<file path="src/rtl/div20_if.sv">
// div20_if: start/done handshake bundle for the sequential divider.
//   start    - request a new division (master -> divider)
//   a, b     - dividend and divisor, captured on an accepted start
//   busy     - division in progress
//   done     - one-cycle completion pulse; q/r/div_zero valid from here
//   q, r     - quotient and remainder, held until the next completion
//   div_zero - last completed division had a zero divisor
interface div20_if #(
  parameter int unsigned WIDTH = 20
);
  logic             start;
  logic [WIDTH-1:0] a;
  logic [WIDTH-1:0] b;
  logic             busy;
  logic             done;
  logic [WIDTH-1:0] q;
  logic [WIDTH-1:0] r;
  logic             div_zero;

  modport master (
    output start, a, b,
    input  busy, done, q, r, div_zero
  );

  modport slave (
    input  start, a, b,
    output busy, done, q, r, div_zero
  );
endinterface

</file>
<file path="src/rtl/div20.sv">
// div20: sequential unsigned restoring divider, one quotient bit per cycle.
// Trial subtraction is done as complement-and-add; the carry-out is the
// no-borrow flag that selects the restored or the subtracted remainder.
//   clk - rising-edge clock
//   rst - synchronous active-high reset, aborts any division in flight
//   bus - div20_if slave: start/a/b in, busy/done/q/r/div_zero out
module div20 #(
  parameter int unsigned WIDTH = 20
) (
  input  logic   clk,
  input  logic   rst,
  div20_if.slave bus
);

  localparam int unsigned CW = $clog2(WIDTH);

  typedef enum logic [1:0] {
    S_IDLE,
    S_RUN,
    S_DONE
  } state_e;

  state_e           state_q, state_d;
  logic [WIDTH-1:0] dvd_q, dvd_d;
  logic [WIDTH-1:0] rem_q, rem_d;
  logic [WIDTH-1:0] b_q, b_d;
  logic [CW-1:0]    cnt_q, cnt_d;
  logic             busy_q, busy_d;
  logic             done_q, done_d;
  logic [WIDTH-1:0] quo_q, quo_d;
  logic [WIDTH-1:0] res_q, res_d;
  logic             dz_q, dz_d;

  logic [WIDTH:0]   rem_sh;
  logic [WIDTH:0]   trial;
  logic             carry;
  logic [WIDTH-1:0] rem_nx;
  logic [WIDTH-1:0] dvd_nx;
  logic             unused_trial_msb;

  // The 21-bit partial remainder exists only as the shifted value feeding
  // the adder; after each step it is below b, so its top bit is always zero
  // and the stored copy keeps just the low WIDTH bits.
  assign unused_trial_msb = trial[WIDTH];

  always_comb begin
    rem_sh         = {rem_q, dvd_q[WIDTH-1]};
    {carry, trial} = {1'b0, rem_sh} + {1'b0, ~{1'b0, b_q}} + (WIDTH+2)'(1);
    rem_nx         = carry ? trial[WIDTH-1:0] : rem_sh[WIDTH-1:0];
    dvd_nx         = {dvd_q[WIDTH-2:0], carry};

    state_d = state_q;
    dvd_d   = dvd_q;
    rem_d   = rem_q;
    b_d     = b_q;
    cnt_d   = cnt_q;
    busy_d  = busy_q;
    done_d  = 1'b0;
    quo_d   = quo_q;
    res_d   = res_q;
    dz_d    = dz_q;

    case (state_q)
      S_RUN: begin
        rem_d = rem_nx;
        dvd_d = dvd_nx;
        cnt_d = cnt_q + CW'(1);
        if (cnt_q == CW'(WIDTH - 1)) begin
          state_d = S_DONE;
          busy_d  = 1'b0;
          done_d  = 1'b1;
          quo_d   = dvd_nx;
          res_d   = rem_nx;
          dz_d    = 1'b0;
        end
      end
      default: begin
        // IDLE and DONE both accept a new request
        state_d = S_IDLE;
        busy_d  = 1'b0;
        if (bus.start) begin
          if (bus.b != '0) begin
            state_d = S_RUN;
            busy_d  = 1'b1;
            dvd_d   = bus.a;
            rem_d   = '0;
            b_d     = bus.b;
            cnt_d   = '0;
          end else begin
            state_d = S_DONE;
            done_d  = 1'b1;
            quo_d   = '1;
            res_d   = bus.a;
            dz_d    = 1'b1;
          end
        end
      end
    endcase
  end

  always_ff @(posedge clk) begin
    if (rst) begin
      state_q <= S_IDLE;
      dvd_q   <= '0;
      rem_q   <= '0;
      b_q     <= '0;
      cnt_q   <= '0;
      busy_q  <= 1'b0;
      done_q  <= 1'b0;
      quo_q   <= '0;
      res_q   <= '0;
      dz_q    <= 1'b0;
    end else begin
      state_q <= state_d;
      dvd_q   <= dvd_d;
      rem_q   <= rem_d;
      b_q     <= b_d;
      cnt_q   <= cnt_d;
      busy_q  <= busy_d;
      done_q  <= done_d;
      quo_q   <= quo_d;
      res_q   <= res_d;
      dz_q    <= dz_d;
    end
  end

  assign bus.busy     = busy_q;
  assign bus.done     = done_q;
  assign bus.q        = quo_q;
  assign bus.r        = res_q;
  assign bus.div_zero = dz_q;

endmodule

</file>
<file path="src/flat_wrapper.sv">
// flat-port wrapper written by rule: the top's interface ports become plain ports
module div20_flat 
#(
  parameter int unsigned WIDTH = 20
)
  (clk, rst, bus_start, bus_a, bus_b, bus_busy, bus_done, bus_q, bus_r, bus_div_zero);
  div20_if #(.WIDTH(WIDTH)) bus_i ();
  input  logic clk;
  input  logic rst;
  input wire logic [$bits(bus_i.start)-1:0] bus_start;
  input wire logic [$bits(bus_i.a)-1:0] bus_a;
  input wire logic [$bits(bus_i.b)-1:0] bus_b;
  output wire logic [$bits(bus_i.busy)-1:0] bus_busy;
  output wire logic [$bits(bus_i.done)-1:0] bus_done;
  output wire logic [$bits(bus_i.q)-1:0] bus_q;
  output wire logic [$bits(bus_i.r)-1:0] bus_r;
  output wire logic [$bits(bus_i.div_zero)-1:0] bus_div_zero;
  assign bus_i.start = bus_start;
  assign bus_i.a = bus_a;
  assign bus_i.b = bus_b;
  assign bus_busy = bus_i.busy;
  assign bus_done = bus_i.done;
  assign bus_q = bus_i.q;
  assign bus_r = bus_i.r;
  assign bus_div_zero = bus_i.div_zero;
  div20 #(.WIDTH(WIDTH)) u_core (.clk(clk), .rst(rst), .bus(bus_i));
endmodule
</file>
<file path="config.mk">
export PLATFORM = sky130hd
export DESIGN_NAME = div20_flat
export DESIGN_NICKNAME = d
export VERILOG_FILES = /design/src/rtl/div20_if.sv /design/src/rtl/div20.sv /design/src/flat_wrapper.sv
export SDC_FILE = /design/constraint.sdc
export NUM_CORES = 1
export LEC_CHECK = 0
export ABC_AREA = 1
export CELL_PAD_IN_SITES_DETAIL_PLACEMENT = 0
export CELL_PAD_IN_SITES_GLOBAL_PLACEMENT = 1
export CORE_MARGIN = 2
export CORE_UTILIZATION = 35
export CTS_BUF_LIST = sky130_fd_sc_hd__clkbuf_2
export DETAILED_ROUTE_END_ITERATION = 16
export PLACE_DENSITY = 0.79
export SLEW_MARGIN = 15
export SYNTH_ARGS = -nofsm -noshare
export SYNTH_HDL_FRONTEND = slang
export SYNTH_SLANG_ARGS = --single-unit
</file>
<file path="constraint.sdc">
create_clock -name clk -period 1.9 [get_ports clk]
set_input_delay 0.19 -clock clk [delete_from_list [all_inputs] [get_ports clk]]
set_output_delay 0.19 -clock clk [all_outputs]
set_load 0.01 [all_outputs]
</file>
==> results of run 1 <==
## worst min-delay path, delay by kind of cell
kind	cells	cell delay [ns]
buffers and inverters	1	0.43
AND/OR/NAND/NOR	2	0.16
## registers in the layout, indices dropped and copies added, names as in the netlist
register             count
u_core.bus.q            20
u_core.b_q              20
u_core.rem_q            20
u_core.bus.done          1
u_core.bus.div_zero      1
u_core.dvd_q            20
u_core.bus.r            20
u_core.cnt_q             5
u_core.state_q           2
## through the flow
step	setup WS (ns)	hold slack, ns
floorplan	0.0656	0.354
global placement	-0.301	0.447
detailed placement	-0.316	0.454
CTS	-0.0759	0.110
global route	-0.211	0.0885
finish	-0.106	0.170
## worst min-delay path by stage
stage / start / to / slack (ns) / depth (start not counted)
2_1_floorplan: bus_b[0] / u_core.b_q[0] / 0.35 / 2
4_1_cts: bus_a[16] / u_core.dvd_q[16] / 0.11 / 3
3_3_place_gp: u_core.b_q[2] / u_core.b_q[2] / 0.45 / 2
6_report: bus_a[9] / u_core.dvd_q[9] / 0.17 / 3
3_5_place_dp: u_core.dvd_q[18] / u_core.dvd_q[18] / 0.45 / 2
5_1_grt: bus_a[15] / u_core.dvd_q[15] / 0.09 / 3
## layer usage
metal	track usage	part of all wire
met3	0.0368	0.042
met1	0.270	0.45
met4	0.0526	0.018
met5	0	0
met2	0.369	0.49
## logic make-up after synthesis
family	Yosys count
AND/OR/NAND/NOR	427
flip-flops	109
AO/OA/AOI/OAI	147
buffers and inverters	159
XOR/XNOR	8
adder cells (fa/ha/maj)	22
## final cells by class
| cell class | count | area, um2 | share of cell area |
|---|---|---|---|
| Multi-Input combinational cell | 604 | 3870 | 0.418 |
| Timing Repair Buffer | 244 | 2270 | 0.246 |
| Sequential cell | 109 | 2230 | 0.242 |
| Inverter | 123 | 475 | 0.0514 |
| Tap cell | 220 | 275 | 0.0298 |
| Clock inverter | 6 | 60.1 | 0.00650 |
| Clock buffer | 10 | 50.0 | 0.00541 |
| Timing Repair inverter | 1 | 7.51 | 0.000812 |
| Antenna cell | 1 | 2.50 | 0.000271 |
## Yosys cell counts, types with 2 or more instances
cell,instances,share of area
nand2_1,205,0.13
inv_1,116,0.075
dfxtp_1,109,0.38
nor2_1,92,0.060
a21oi_1,78,0.067
nand3_1,71,0.061
o21ai_0,57,0.049
ha_1,21,0.045
nor4_1,18,0.019
nand2_2,16,0.017
buf_2,14,0.012
clkbuf_1,14,0.0091
o21ai_1,10,0.0086
xor2_1,7,0.011
inv_2,5,0.0032
nor3_1,5,0.0043
nand4_1,4,0.0043
or2_2,4,0.0043
buf_1,3,0.0019
buf_6,3,0.0058
or2_1,3,0.0032
and3_1,2,0.0022
clkinv_1,2,0.0013
nand3b_1,2,0.0026
nor3_2,2,0.0035
## power by group
part	switching (mW)	internal, mW	leakage [nW]
clock network	0.802	0.310	0.0718
registers	0.0605	2.40	0.903
logic	1.14	1.06	3.49
total	2.00	3.77	4.47
## repair_timing
action	CTS	global route
buffers inserted	18	6
setup endpoints to repair	60	85
pin swaps	37	51
resized for setup	125	154
cloned	2	1
==> run metrics, run 1 <==
Post-Route Skew 0.0142 ns; most frequent cells in the layout 135 x buf_4, 133 x nand2_1, 89 x inv_1; Iter 0 DRT Violations about 400; GR Overflow Total 0; max_cap viols 0; Final ANT Viol Nets 0; final RePlAce weighted congestion just under 0.9; crit path max fanout 6; Rows 47; initial antenna violation count 1; status finished, violations left; Fillers about 1600; RR Startpoint u_core.rem_q[15]; Mapped Area 5790 um2; DR vias between 6000 and 7000; Worst setup EP type flop; adder-cell share of the synthesized area 0.0488; crit path time final 2.01 ns; CP endpoint u_core.rem_q[11]; RSZ-0062 raised after global routing true; Sum Neg Setup Slack -2.01 ns; core area about 16000 um2; R2R Setup Slk -0.11 ns; main combinational cell family by area after synthesis simple AND/OR/NAND/NOR gates; post-route cell area about 9200 um2; VDD IR max 0.463 mV; Final Non-Filler Cells around 1300; failing checks setup timing; register area share after synthesis 0.377; xor-xnor portion of the synthesized cell area 0.0121; final setup vio count 33; fin util 0.565; Hold Crit Class in2reg; clk_lat worst skew 0.61 ns; Area Overhead vs Synth 59.6%; simple-gate share of the synthesized area 0.322; Worst path most repeated cell nand2_1; Clock Path Buffers 2; First-pass DRT Iterations 7; # IOs between 80 and 90; Worst path max stage delay between 0.4 and 0.5 ns; critical path's top delay family simple AND/OR/NAND/NOR gates; Buf/Inv on CP 4; Synth warnings 0; Via density 4.72; Rel. slew slack 0.680; Final WS setup -0.106 ns; worst r2r dst u_core.rem_q[11]; Critical Path AT 2.58 ns; Crit path depth 14; Slew Limit Fails 0; nets approximately 1200; Seq cells post-synth 109; GRT Total Usage 0.211; CP cell instances ha_4 > nand2_1 > nand2_1 > inv_2 > nand2_2 > a21oi_4 > nand3_4 > buf_12 > nor2_4 > clkbuf_16 > nand2_4 > nand3_2 > nand2_1 > inv_1; Synth Instances about 870; die area approximately 18000 um2; Fmax roughly 0.50 GHz; Die Y ~130 um; DR DRC count 0; Tot Pwr a little under 6 mW; Post-synth EDFFs 0; vias in the first global route roughly 6000; CTS tree built; Fin. Hold Viols 0; share of cells above drive strength 1 0.388; Mean Syn Cell Area approximately 6.6 um2; final wirelength around 19 mm; worst slew pin tran 0.475 ns; Crit-path slowest cell dfxtp_2; CP Data Required Time around 2.5 ns; Port-buffer cells 85; DP Area 7870 um2; global-route wire length before repair about 30 mm; Clock Sinks between 100 and 150; mux contribution to synthesized area 0; Wirelength per Cell between 10 and 15 um; Syn Nets around 940; final worst path period share 1.06; CTS Hold Buffers Added 0; commonest non-fill, non-tap cell in the layout buf_4; Root Driver clkbuf_2; Leak roughly 4.5 nW; DP HPWL 13.1 mm; Pwr Density 624 nW/um2; die width about 130 um; Yosys cell types 34; path depth of the worst reg2reg path 14; worst setup path startpoint u_core.rem_q[15]; htree depth 3; largest net degree at the start of global routing between 50 and 60; DP Cell Count about 1300; CTS Buf Count 9; worst setup path class reg2reg; Starting Density 0.354; Main synth FF type dfxtp_1; CP Launch Type flop; post-synthesis compound-gate area fraction 0.129; asr flop ratio synth 0; clk slew on worst S/H paths roughly 0.29 ns
(Power assumes the default switching activity.)
==> run 2, diff against run 1 <==
Settings changed: SLEW_MARGIN 15 to 20.
==> results of run 2 <==
No change in the layout: final DEF, timing and power equal those of run 1.
==> run 3, diff against run 2 <==
Settings changed: GPL_TIMING_DRIVEN set to 0.
==> run 3 against run 2 <==
The run still ends with setup timing left; first-iteration DRC count shrank 7.5%; combinational power shrank 20%; worst setup slack gained 0.017 ns; via count shrank 3.2%; core utilization shrank 6.0 points; count of clock-buffer cells in the layout shrank 1; worst hold slack lost 0.045 ns; critical path depth grew 2; final cell count shrank 6.0%; sequential power is essentially flat.
==> run metrics, run 3 (synthesis gave the netlist of run 1 again) <==
Fin. Hold Viols 0 (unchanged); core area 16300 um2 (unchanged); commonest non-fill, non-tap cell in the layout nand2_1; GR Overflow Total 0 (unchanged); CP cell instances inv_2 > ha_4 > inv_4 > fa_2 > nand2_2 > nand3_2 > nand3_2 > nand2_4 > nand3_2 > nand2_1 > nand2_1 > nand2_2 > nand2_2 > nand3_2 > nand2_1 > inv_1; Wirelength per Cell 15.3 um (+8.4%); die width 133 um (unchanged); RSZ-0062 raised after global routing true; final RePlAce weighted congestion 0.871 (-0.79%); worst slew pin tran 0.656 ns (+0.180 ns); Rows 47 (unchanged); worst setup path class reg2reg; Hold Crit Class in2reg; Post-Route Skew 0.0220 ns (+0.00778 ns); initial antenna violation count 0 (-1); htree depth 3 (unchanged); # diodes 0 (-1); die area 17600 um2 (unchanged); CP Launch Type flop; final setup vio count 34 (+3.0%); top layer in use met4; Tot Pwr 5.41 mW (-6.2%); clk_lat worst skew 0.65 ns (+0.04 ns); Area Overhead vs Synth 42.6%; DR vias 6021 (-3.2%); Port-buffer cells 84 (-1.2%); status finished, violations left; Starting Density 0.354 (unchanged); failing checks setup timing; clk slew on worst S/H paths 0.30 ns (about the same); Clock Path Buffers 2 (unchanged); Slew Limit Fails 0 (unchanged); storage element area 2240 um2 (+0.50%); crit path time final 1.99 ns (-0.0173 ns); CTS Buf Count 9 (unchanged); DP HPWL 14.0 mm (+6.5%); Final WS setup -0.0884 ns (+0.0173 ns); DR DRC count 0 (unchanged); Pwr Density 655 nW/um2 (+5.0%); Worst path max stage delay 0.40 ns (about the same); area of the multi-input gates 3680 um2 (-4.9%); GRT Total Usage 0.213 (+0.00217); share of cells above drive strength 1 0.284 (-0.105); final worst path period share 1.05 (-0.00911); largest net degree at the start of global routing 20 (-65%); Fmax 0.503 GHz (+0.87%); VDD IR max 0.437 mV (-5.7%); CTS tree built; Iter 0 DRT Violations 369 (-7.5%); Via density 4.86 (+3.0%); Worst setup EP type flop; max_cap viols 0 (unchanged); nets 1079 (-6.7%); Leak 3.87 nW (-13%); vias in the first global route 5611 (-6.3%); Critical Path AT 2.59 ns (about the same); WL met1 9.25 mm (+9.3%); Final ANT Viol Nets 0 (unchanged); metal3 WL 699 um (-9.8%); Root Driver clkbuf_2; # IOs 86 (unchanged); Clock Sinks 109 (unchanged); Fillers 1716 (+8.8%); global-route wire length before repair 29.6 mm (-0.65%); final wirelength 19.0 mm (+1.9%); CP Data Required Time 2.50 ns (+0.03 ns); First-pass DRT Iterations 4 (-3); most frequent cells in the layout 150 x nand2_1, 97 x inv_1, 86 x nor2_1; met2 WL post-DR 8.79 mm (-3.0%); crit path max fanout 4 (-2); Worst path most repeated cell nand3_2; Die Y 133 um (unchanged); Crit-path slowest cell dfxtp_2; setup slack at placement -0.461 ns (-0.144 ns); Rel. slew slack 0.563 (-0.117)
## run 3: cell types whose count changed in the layout (fill, tap and decap cells not counted), moves of 4 or more
cell	change
buf_2	+9
dfxtp_2	-9
inv_2	-9
nand3_2	-6
buf_4	-94
dfxtp_4	+6
a21oi_1	+5
clkbuf_1	+11
nand3_1	+8
nand2_2	-13
nand2_1	+17
inv_1	+8
buf_12	-11
nor2_2	-4
## run 3: metrics by stage
stage / setup TNS [ns] / instances / util / instance area [um2] / hold WS, ns
6_report: -1.15 / 1239 / 0.505 / 8260 / 0.125
5_1_grt: -6.08 / 1239 / 0.505 / 8260 / 0.0847
4_1_cts: -1.60 / 1221 / 0.473 / 7730 / 0.0990
3_5_place_dp: -32.04 / 1176 / 0.422 / 6910 / 0.454
3_3_place_gp: -32.40 / 1176 / 0.422 / 6910 / 0.450
2_1_floorplan: 0 / 872 / - / 5790 / 0.354
## run 3: critical path, delay by kind of cell, from the launching register on
kind | cells | cell delay [ns]
fa+ha+maj | 2 | 0.52
flops | 1 | 0.40
simple gates | 11 | 0.86
buf+inv | 3 | 0.13
## run 3: routing by layer
metal	GRT usage	vias up
li1	-	3072
met1	0.291	2810
met2	0.348	124
met3	0.0418	15
met4	0.0502	0
met5	0	-
## run 3: area by class of cell
cell class / count / area share
Tap cell: 220 / 0.0333
Inverter: 123 / 0.0573
Clock buffer: 9 / 0.00545
Buffer: 36 / 0.0264
Sequential cell: 109 / 0.272
Timing Repair Buffer: 131 / 0.151
Clock inverter: 7 / 0.00985
Multi-Input combinational cell: 604 / 0.445
## run 3: path summary, 6_finish.rpt
check                         from  cells past startpoint  slack (ns)          endpoint
setup / recovery  u_core.dvd_q[19]                     16       -0.09  u_core.bus.r[12]
hold / removal           bus_a[15]                      3        0.12  u_core.dvd_q[15]
setup reg to reg  u_core.dvd_q[19]                     16       -0.09  u_core.bus.r[12]
hold reg to reg     u_core.b_q[12]                      2        0.49    u_core.b_q[12]
## run 3: timing repair
action,in CTS,in global routing
setup buffers,26,18
gates cloned,2,0
resized for setup,115,127
hold buffers,1,0
setup endpoints to repair,80,87
pin swaps,38,51
endpoints found under the hold margin,5,0
## run 3: where the power goes
group / total (mW) / switching, mW / internal, mW / leakage, nW
logic: 1.76 / 1.02 / 0.747 / 2.90
registers: 2.45 / 0.0620 / 2.39 / 0.904
clock network: 1.19 / 0.874 / 0.320 / 0.0667
total: 5.41 / 1.95 / 3.46 / 3.87
